$ cat src/rtl/data_mem_responder_pkg.sv
// Shared types and constants for the MEM-stage data memory responder.
// Holds the word width, the countdown width and the FSM state encoding.
package data_mem_responder_pkg;

  localparam int WORD_W = 16;
  localparam int CNT_W  = 4;

  typedef enum logic [1:0] {
    S_IDLE = 2'd0,
    S_WAIT = 2'd1,
    S_RESP = 2'd2
  } state_t;

  // All address bits take part in the check, so 0xFFFF never aliases into the array.
  function automatic logic addr_in_range(input logic [WORD_W-1:0] addr, input int words);
    return ({16'b0, addr} < 32'(words));
  endfunction

endpackage

$ cat src/rtl/data_mem_responder_if.sv
// CPU-to-responder request/response bundle for the MEM stage.
// The master side is the CPU; the slave side is data_mem_responder.
interface data_mem_responder_if;
  import data_mem_responder_pkg::*;

  logic              req_valid;
  logic              req_write;
  logic [WORD_W-1:0] req_addr;
  logic [WORD_W-1:0] req_wdata;
  logic              req_ready;
  logic              resp_valid;
  logic [WORD_W-1:0] resp_rdata;
  logic              resp_err;
  logic              stall;

  modport master (
    output req_valid, req_write, req_addr, req_wdata,
    input  req_ready, resp_valid, resp_rdata, resp_err, stall
  );

  modport slave (
    input  req_valid, req_write, req_addr, req_wdata,
    output req_ready, resp_valid, resp_rdata, resp_err, stall
  );

endinterface

$ cat src/rtl/data_mem_responder_mem_word_array.sv
// Single-port synchronous RAM of 16-bit words with a registered read.
// Contents are not reset; preload by hierarchical access.
module mem_word_array
  import data_mem_responder_pkg::*;
#(
  parameter int MEM_WORDS = 256,
  parameter int AW        = 8
) (
  input  logic              clk,
  input  logic              we,
  input  logic [AW-1:0]     addr,
  input  logic [WORD_W-1:0] wdata,
  output logic [WORD_W-1:0] rdata
);

  logic [WORD_W-1:0] mem [MEM_WORDS];

  always_ff @(posedge clk) begin
    if (we) begin
      mem[addr] <= wdata;
    end
    rdata <= mem[addr];
  end

endmodule

$ cat src/rtl/data_mem_responder.sv
// MEM-stage responder: accepts one load/store, waits LATENCY cycles, then
// performs the access and returns a one-cycle response while raising stall.
//
// state  | meaning
// S_IDLE | no request outstanding, req_ready high
// S_WAIT | latency countdown running on the captured request
// S_RESP | response cycle, resp_valid high
module data_mem_responder
  import data_mem_responder_pkg::*;
#(
  parameter int MEM_WORDS = 256,
  parameter int LATENCY   = 2
) (
  input  logic                 clk,
  input  logic                 reset,
  data_mem_responder_if.slave  bus
);

  localparam int AW = (MEM_WORDS > 1) ? $clog2(MEM_WORDS) : 1;

  state_t            state, state_nx;
  logic [CNT_W-1:0]  cnt, cnt_nx;
  logic              hold_write;
  logic [WORD_W-1:0] hold_addr;
  logic [WORD_W-1:0] hold_wdata;

  logic              accept;
  logic              go_resp;
  logic              ready;
  logic              resp_valid;
  logic              resp_err;
  logic [WORD_W-1:0] resp_rdata;
  logic              stall;

  logic              acc_write;
  logic [WORD_W-1:0] acc_addr;
  logic [WORD_W-1:0] acc_wdata;
  logic              acc_ok;
  logic              hold_ok;
  logic              ram_we;
  logic [WORD_W-1:0] ram_rdata;

  always_ff @(posedge clk) begin
    if (reset) begin
      state      <= S_IDLE;
      cnt        <= '0;
      hold_write <= 1'b0;
      hold_addr  <= '0;
      hold_wdata <= '0;
    end else begin
      state <= state_nx;
      cnt   <= cnt_nx;
      if (accept) begin
        hold_write <= bus.req_write;
        hold_addr  <= bus.req_addr;
        hold_wdata <= bus.req_wdata;
      end
    end
  end

  always_comb begin
    state_nx   = state;
    cnt_nx     = cnt;
    accept     = 1'b0;
    go_resp    = 1'b0;
    ready      = 1'b0;
    resp_valid = 1'b0;
    resp_err   = 1'b0;
    resp_rdata = '0;
    stall      = 1'b0;
    case (state)
      S_IDLE: begin
        ready = 1'b1;
        stall = bus.req_valid;
        if (bus.req_valid) begin
          accept = 1'b1;
          if (LATENCY == 1) begin
            state_nx = S_RESP;
            go_resp  = 1'b1;
          end else begin
            state_nx = S_WAIT;
            cnt_nx   = CNT_W'(LATENCY - 2);
          end
        end
      end
      S_WAIT: begin
        stall = 1'b1;
        if (cnt == '0) begin
          state_nx = S_RESP;
          go_resp  = 1'b1;
        end else begin
          cnt_nx = cnt - 1'b1;
        end
      end
      S_RESP: begin
        stall      = bus.req_valid;
        resp_valid = 1'b1;
        resp_err   = !hold_ok;
        resp_rdata = (hold_write || !hold_ok) ? '0 : ram_rdata;
        state_nx   = S_IDLE;
      end
      default: state_nx = S_IDLE;
    endcase
  end

  // With LATENCY=1 the access edge is also the capture edge, so the RAM
  // sees the request inputs directly; otherwise only the held copy.
  assign acc_write = (state == S_IDLE) ? bus.req_write : hold_write;
  assign acc_addr  = (state == S_IDLE) ? bus.req_addr  : hold_addr;
  assign acc_wdata = (state == S_IDLE) ? bus.req_wdata : hold_wdata;
  assign acc_ok    = addr_in_range(acc_addr, MEM_WORDS);
  assign hold_ok   = addr_in_range(hold_addr, MEM_WORDS);
  assign ram_we    = go_resp && acc_write && acc_ok && !reset;

  mem_word_array #(
    .MEM_WORDS (MEM_WORDS),
    .AW        (AW)
  ) u_array (
    .clk   (clk),
    .we    (ram_we),
    .addr  (acc_addr[AW-1:0]),
    .wdata (acc_wdata),
    .rdata (ram_rdata)
  );

  assign bus.req_ready  = ready;
  assign bus.resp_valid = resp_valid;
  assign bus.resp_rdata = resp_rdata;
  assign bus.resp_err   = resp_err;
  assign bus.stall      = stall;

endmodule

$ cat src/flat_wrapper.sv
// flat-port wrapper written by rule: the top's interface ports become plain ports
module data_mem_responder_flat import data_mem_responder_pkg::*;
#(
  parameter int MEM_WORDS = 256,
  parameter int LATENCY   = 2
)
  (clk, reset, bus_req_valid, bus_req_write, bus_req_addr, bus_req_wdata, bus_req_ready, bus_resp_valid, bus_resp_rdata, bus_resp_err, bus_stall);
  data_mem_responder_if bus_i ();
  input  logic clk;
  input  logic reset;
  input wire logic [$bits(bus_i.req_valid)-1:0] bus_req_valid;
  input wire logic [$bits(bus_i.req_write)-1:0] bus_req_write;
  input wire logic [$bits(bus_i.req_addr)-1:0] bus_req_addr;
  input wire logic [$bits(bus_i.req_wdata)-1:0] bus_req_wdata;
  output wire logic [$bits(bus_i.req_ready)-1:0] bus_req_ready;
  output wire logic [$bits(bus_i.resp_valid)-1:0] bus_resp_valid;
  output wire logic [$bits(bus_i.resp_rdata)-1:0] bus_resp_rdata;
  output wire logic [$bits(bus_i.resp_err)-1:0] bus_resp_err;
  output wire logic [$bits(bus_i.stall)-1:0] bus_stall;
  assign bus_i.req_valid = bus_req_valid;
  assign bus_i.req_write = bus_req_write;
  assign bus_i.req_addr = bus_req_addr;
  assign bus_i.req_wdata = bus_req_wdata;
  assign bus_req_ready = bus_i.req_ready;
  assign bus_resp_valid = bus_i.resp_valid;
  assign bus_resp_rdata = bus_i.resp_rdata;
  assign bus_resp_err = bus_i.resp_err;
  assign bus_stall = bus_i.stall;
  data_mem_responder #(.MEM_WORDS(MEM_WORDS), .LATENCY(LATENCY)) u_core (.clk(clk), .reset(reset), .bus(bus_i));
endmodule
$ cat config.mk
export PLATFORM = sky130hd
export DESIGN_NAME = data_mem_responder_flat
export DESIGN_NICKNAME = d
export VERILOG_FILES = /design/src/rtl/data_mem_responder_pkg.sv /design/src/rtl/data_mem_responder_if.sv /design/src/rtl/data_mem_responder_mem_word_array.sv /design/src/rtl/data_mem_responder.sv /design/src/flat_wrapper.sv
export SDC_FILE = /design/constraint.sdc
export NUM_CORES = 2
export LEC_CHECK = 0
export BUFFER_PORTS_ARGS = -buffer_cell sky130_fd_sc_hd__buf_2
export CAP_MARGIN = 20
export CORE_ASPECT_RATIO = 1.2
export CORE_MARGIN = 5
export CORE_UTILIZATION = 30
export DETAILED_ROUTE_END_ITERATION = 8
export HOLD_SLACK_MARGIN = 0.08
export PLACE_DENSITY = 0.56
export SLEW_MARGIN = 0
export SYNTH_ARGS = -nofsm -noshare
export SYNTH_HDL_FRONTEND = slang
export SYNTH_SLANG_ARGS = --single-unit
export TNS_END_PERCENT = 20
$ cat constraint.sdc
create_clock -name clk -period 6.1 [get_ports clk]
set_input_delay 1.22 -clock clk [delete_from_list [all_inputs] [get_ports clk]]
set_output_delay 1.22 -clock clk [all_outputs]
set_load 0.01 [all_outputs]
After elaboration in Yosys (flattened, before gate mapping)
Memory sizes are Yosys's and may differ from the RTL's. A register that Yosys moved wholly into a read port is not among the register bits.
Index checks and enable logic that the tools add are counted.
- logic and storage cells: 47
- output and inout port bits: 20
- RAM bits: 4096
- register bits: 39
- bits of input ports: 36
- memories kept: 1
- memories (name ; depth ; width ; rd ports ; clocked after Yosys merged registers in ; write ports ; line ; source):
    u_core.u_array.mem ; 256 ; 16 ; 1 ; 1 ; 1 ; data_mem_responder_mem_word_array.sv:16 ; logic [WORD_W-1:0] mem [MEM_WORDS];
- add/sub/neg operators: 1
- $lt $le $gt $ge: 2
- equality and inequality tests: 5
- reduce and logical (&&, ||, !) cells: 12
- mux-type cells: 21
- operator list (cell ; count):
    two-way mux 16 bit ; 4
    < comparator 16 x 9 -> 1 bit, second input constant ; 2
    two-way mux 1 bit ; 10
    two-way mux 4 bit ; 2
    one-hot mux 4 bit (2 select lines) ; 1
    logical NOT 4 bit ; 1
    two-way mux 2 bit ; 2
    inequality test 2 bit, second input constant ; 2
    one-hot mux 2 bit (2 select lines) ; 1
    subtractor 4 x 1 -> 4 bit, second input constant ; 1
    logical AND 1 bit ; 3
    AND reduction 3 bit ; 1
    equality test 2 x 1 -> 1 bit, second input constant ; 1
    equality test 2 bit, second input constant ; 1
    logical NOT 1 bit ; 2
    logical NOT 2 bit ; 1
    inequality test 2 x 1 -> 1 bit, second input constant ; 1
    one-hot mux 1 bit (2 select lines) ; 1
    AND reduction 2 bit ; 1
    nonzero test 2 bit ; 1
    OR reduction 2 bit ; 1
    logical OR 1 bit ; 1

Longest topological paths before layout
- depth after elaboration: 8
- gate-level depth with buffers: 13
- depth with buffers taken out: 8

Hierarchy
A second synthesis with hierarchy kept.
- cells, all modules: 6959
- area total of the unflattened synthesis: 157355.9 um^2
- by module, submodules not included (module ; cells an instance ; instances ; sequential area each (um^2) ; area an instance (um^2)):
    mem_word_array ; 6727 ; 1 ; 123318.3 ; 155399.0
    data_mem_responder ; 232 ; 1 ; 780.7 ; 1956.9

Least setup slack after synthesis
No wires, ideal clock.
- path kind: reg-to-reg
- start point: reg u_core.state[0]
- end point: mem u_core.u_array.mem[0][10], data pin
- period minus slack after synthesis: 5.872 ns
- path buffers: 6
- cell stages (with the launch flop): 11
- library setup time: 0.822 ns
- arrival: 5.051 ns
- slack: 0.228 ns
- required time: 5.278 ns
- path through: dfxtp_1 -> or2_1 -> buf_6 -> inv_4 -> buf_6 -> buf_6 -> clkbuf_1 -> clkbuf_1 -> buf_1 -> nand2_1 -> nand2_1
- cells in the longest elaborated chain, start to end: 2
- ends and longest elaborated chain (element ; line ; source):
    start: declaration ; data_mem_responder.sv:21 ; state_t state, state_nx;
    start signal: assignment ; data_mem_responder.sv:51 ; state <= state_nx;
    logical NOT 2 bit ; data_mem_responder.sv:110 ; assign acc_wdata = (state == S_IDLE) ? bus.req_wdata : hold_wdata;
    two-way mux 16 bit ; data_mem_responder.sv:110 ;
    via u_core.acc_wdata[10] ; data_mem_responder.sv:37 ; logic [WORD_W-1:0] acc_wdata;
    end: declaration ; data_mem_responder_mem_word_array.sv:16 ;
The timed path passes the listed nets, and every way through them passes these cells.

Worst setup path after layout
- start point: reg u_core.state[0]
- end point: reg u_core.u_array.rdata[9] (read register of u_core.u_array.mem)
- cells in the longest elaborated chain, start to end: 2
- ends and longest elaborated chain (element ; line ; source):
    logical NOT 2 bit ; data_mem_responder.sv:109 ; assign acc_addr = (state == S_IDLE) ? bus.req_addr : hold_addr;
    two-way mux 16 bit ; data_mem_responder.sv:109 ;
    end: declaration ; data_mem_responder_mem_word_array.sv:13 ; output logic [WORD_W-1:0] rdata
Every way passes these cells.
A chain may end at the register's enable or synchronous reset.

==> results.sh <==
export IMPL_synth_top_flop_cell="edfxtp_1"
export IMPL_powerDensity_nw_per_um2=346
export IMPL_synthDistinctLibCells=45
export IMPL_ff_latch_area_um2=124000
export IMPL_cts_buffers=400
export IMPL_grt_usage_pct=17.3
export IMPL_post_cts_setup_buffers=0
export IMPL_worstSetupEndpointType="flip-flop"
export IMPL_cts_root_buf="clkbuf_16"
export IMPL_syn_area_um2=153000
export IMPL_synth_seq_cells=4151
export IMPL_wl_per_cell_um=28.8
export IMPL_r2r_setup_slack_ns=0.52
export IMPL_cap_violations=0
export IMPL_combPwrFrac_pct=8.1
export IMPL_clock_fmax_ghz=0.179
export IMPL_seqPwrFrac_pct=51.6
export IMPL_drive_gt1_share_pct=14.6
export IMPL_cts_hold_buffers=0
export IMPL_worstPathMaxFanout=48
export IMPL_irDropWorstVdd_mv=0.242
export IMPL_firstDrtPassIters=6
export IMPL_reg2reg_depth=11
export IMPL_synth_nets=8808
export IMPL_netlist_top_cells_area="edfxtp_1 80%, a22oi_1 10%, a21oi_1 3.5%, o41ai_1 1.4%, clkbuf_1 1.0%"
export IMPL_num_io_pins=56
export IMPL_place_inst=15650
export IMPL_critPathKind="reg2reg"
export IMPL_synth_avg_cell_area_um2=17.4
export IMPL_cp_slowest_cell="o41ai_1"
export IMPL_final_max_slew_viol_count=0
export IMPL_fill_cells=47505
export IMPL_rows=287
export IMPL_h_tree_depth=5
export IMPL_grt_max_degree=177
export IMPL_cpPeakStageDelay_ns=0.91
export IMPL_clock_sinks=4151
export IMPL_critPathTopFamily="compound AO/OA/AOI/OAI gates"
export IMPL_post_synth_inst_count=8770
export IMPL_hold_path_class="reg2reg"
export IMPL_setup_viol=0
export IMPL_grt_ovfl_total=0
export IMPL_synth_edf_count=4096
export IMPL_worstHoldStart="u_core.hold_addr[14]$_SDFFE_PP0P_"
export IMPL_outcome="completed"
export IMPL_drcViolationCount=0
export IMPL_internal_power_mw=47.5
export IMPL_die_w_um=662
export IMPL_synth_area_leader_cell="edfxtp_1"
export IMPL_viasPerCell=5.45
export IMPL_leakage_nw=53.7
export IMPL_multi_input_area_um2=26200
export IMPL_via_count=89519
export IMPL_routed_wl_um=472000
export IMPL_reg2reg_to="u_core.u_array.rdata[9]$_DFF_P_"
export IMPL_fin_crit_sh_pct=91.5
export IMPL_timing_critical_path_buf_inv=4
export IMPL_crit_path_cell_trace="or2_1, inv_4, nor3b_1, a31oi_4, buf_12, buf_4, buf_4, a21oi_1, o41ai_1, a41oi_1, or4_1"
export IMPL_fin_tns_setup_ns=0
export IMPL_switching_share_pct=23.2
export IMPL_r2r_start="u_core.state[0]$_SDFFE_PP0P_"
export IMPL_stdcell_count=16419
export IMPL_syn2layout_area_growth_pct=16.9
export IMPL_holdPathEnd="u_core.hold_addr[14]$_SDFFE_PP0P_"
export IMPL_holdPathStages=2
export IMPL_cts_buffer_depth=4
export IMPL_grt_pass1_vias=88388
export IMPL_ys_warn_count=0
export IMPL_grt_pass1_wl_um=664000
export IMPL_gp_congestion=0.840
export IMPL_dp_hpwl_um=277000
export IMPL_tightest_slew_ns=1.21
export IMPL_critPathArrivalTime_ns=6.37
export IMPL_drt_initial_drc_count=11389
export IMPL_rsz0062_at_grt="no"
export IMPL_synthTopCellsByCount="4096 x edfxtp_1, 2048 x a22oi_1, 1059 x a21oi_1"
export IMPL_cts_tree="yes"
export IMPL_skew_ns=0.0760
export IMPL_initial_core_util_pct=30.1
export IMPL_insertion_delay_ns=0.94
export IMPL_final_nets=9301
export IMPL_period_minus_slack_ns=5.58
export IMPL_p_clk_share_pct=40.3
export IMPL_hold_viol_final=0
export IMPL_yosys_area_top_type_share_pct=80.5
export IMPL_async_reset_ff_share_pct=0
export IMPL_yosysMostFrequentCell="edfxtp_1"
export IMPL_core_area_um2=508000
export IMPL_die_h_um=792
export IMPL_slew_headroom_pct=18.1
export IMPL_antenna_found_initial=27
export IMPL_die_area_um2=524000
export IMPL_start_kind="flip-flop"
export IMPL_ant_nets=0
export IMPL_crit_required_ns=6.89
export IMPL_power_switching_mw=14.4
export IMPL_cp_common_cell="buf_4"
export IMPL_clk_pin_slew_ns=0.06
export IMPL_cts_resized=0
export IMPL_ys_seq_area_share_pct=81.2
export IMPL_numPortBuffers=55
## metrics by stage
| step | hold slack, ns | power [mW] | setup WS [ns] | util [%] | cell area, µm² |
|---|---|---|---|---|---|
| 2_1_floorplan | 0.431 | 35.3 | 0.228 | - | 153000 |
| 3_3_place_gp | 0.436 | 37.4 | 0.265 | 32.5 | 165000 |
| 3_5_place_dp | 0.447 | 37.5 | 0.416 | 32.5 | 165000 |
| 4_1_cts | 0.455 | 62.2 | 0.659 | 35.1 | 179000 |
| 5_1_grt | 0.467 | 63.6 | 0.586 | 35.1 | 179000 |
| 6_report | 0.456 | 61.8 | 0.519 | 35.1 | 179000 |
## worst min-delay path, delay by kind of cell, from the launching register on
family / cells / cell delay, ns
simple gates: 1 / 0.05
compound gates: 1 / 0.05
flops: 1 / 0.31
## sequential cells by signal, summed over array words and instances (netlist names)
signal                count
u_core.hold_wdata        16
u_core.cnt                4
u_core.state              2
u_core.u_array.rdata     16
u_core.u_array.mem     4096
u_core.hold_write         1
u_core.hold_addr         16
## area by class of cell
type	instances	share of cell area, %
Inverter	8	0.0182
Antenna cell	33	0.0462
Clock inverter	246	1.40
Multi-Input combinational cell	3950	14.7
Tap cell	6791	4.76
Clock buffer	488	5.92
Timing Repair Buffer	752	3.69
Sequential cell	4151	69.5
## placed cells by master (no fill, tap or decap), types with 47 or more instances in the layout
master / count
edfxtp_1: 4096
nand2_1: 115
nor2_1: 267
buf_2: 62
bufinv_16: 47
dfxtp_1: 55
clkbuf_1: 73
a22oi_1: 2048
a41oi_1: 60
buf_12: 86
clkbuf_16: 407
clkinv_2: 81
a21oi_1: 1059
buf_4: 601
clkinv_1: 79
o41ai_1: 242
## per-layer routing
| metal | wire, µm | up-vias | track usage, % |
|---|---|---|---|
| met1 | 179000 | 46456 | 22.0 |
| met2 | 231000 | 4578 | 28.9 |
| met5 | 132 | - | 0 |
| met3 | 37600 | 889 | 2.70 |
| met4 | 24700 | 18 | 8.08 |
| li1 | - | 37578 | - |
## cells by family (layout without fill, tap and decap cells)
kind of cell	count (synthesis)	count (layout)	share of synthesized area, %
multiplexers	1	1	0.00737
adder cells (fa/ha/maj)	2	2	0.0164
AND/OR/NAND/NOR	493	493	1.37
XOR/XNOR	1	1	0.00573
flip-flops	4151	4151	81.2
AO/OA/AOI/OAI	3453	3453	15.5
other	0	33	0
buffers and inverters	669	1494	1.86
## worst max path at each step
stage / depth (start not counted) / endpoint / start / slack, ns
6_report: 11 / u_core.u_array.rdata[9]$_DFF_P_ / u_core.state[0]$_SDFFE_PP0P_ / 0.52
5_1_grt: 11 / u_core.u_array.rdata[9]$_DFF_P_ / u_core.state[0]$_SDFFE_PP0P_ / 0.59
4_1_cts: 11 / u_core.u_array.rdata[9]$_DFF_P_ / u_core.state[0]$_SDFFE_PP0P_ / 0.66
3_5_place_dp: 10 / u_core.u_array.rdata[9]$_DFF_P_ / bus_req_addr[2] / 0.42
3_3_place_gp: 10 / u_core.u_array.rdata[8]$_DFF_P_ / bus_req_addr[2] / 0.27
2_1_floorplan: 10 / u_core.u_array.mem[0][10]$_DFFE_PP_ / u_core.state[0]$_SDFFE_PP0P_ / 0.23
## power by group through the flow
stage / combinational, mW / sequential [mW] / clock, mW
finish: 5.01 / 31.9 / 24.9
global route: 5.26 / 31.9 / 26.5
CTS: 5.01 / 31.9 / 25.2
detailed placement: 5.00 / 32.5 / 0
global placement: 4.90 / 32.5 / 0
floorplan: 2.57 / 32.8 / 0
No activity file was read; power rests on OpenSTA's default activity.
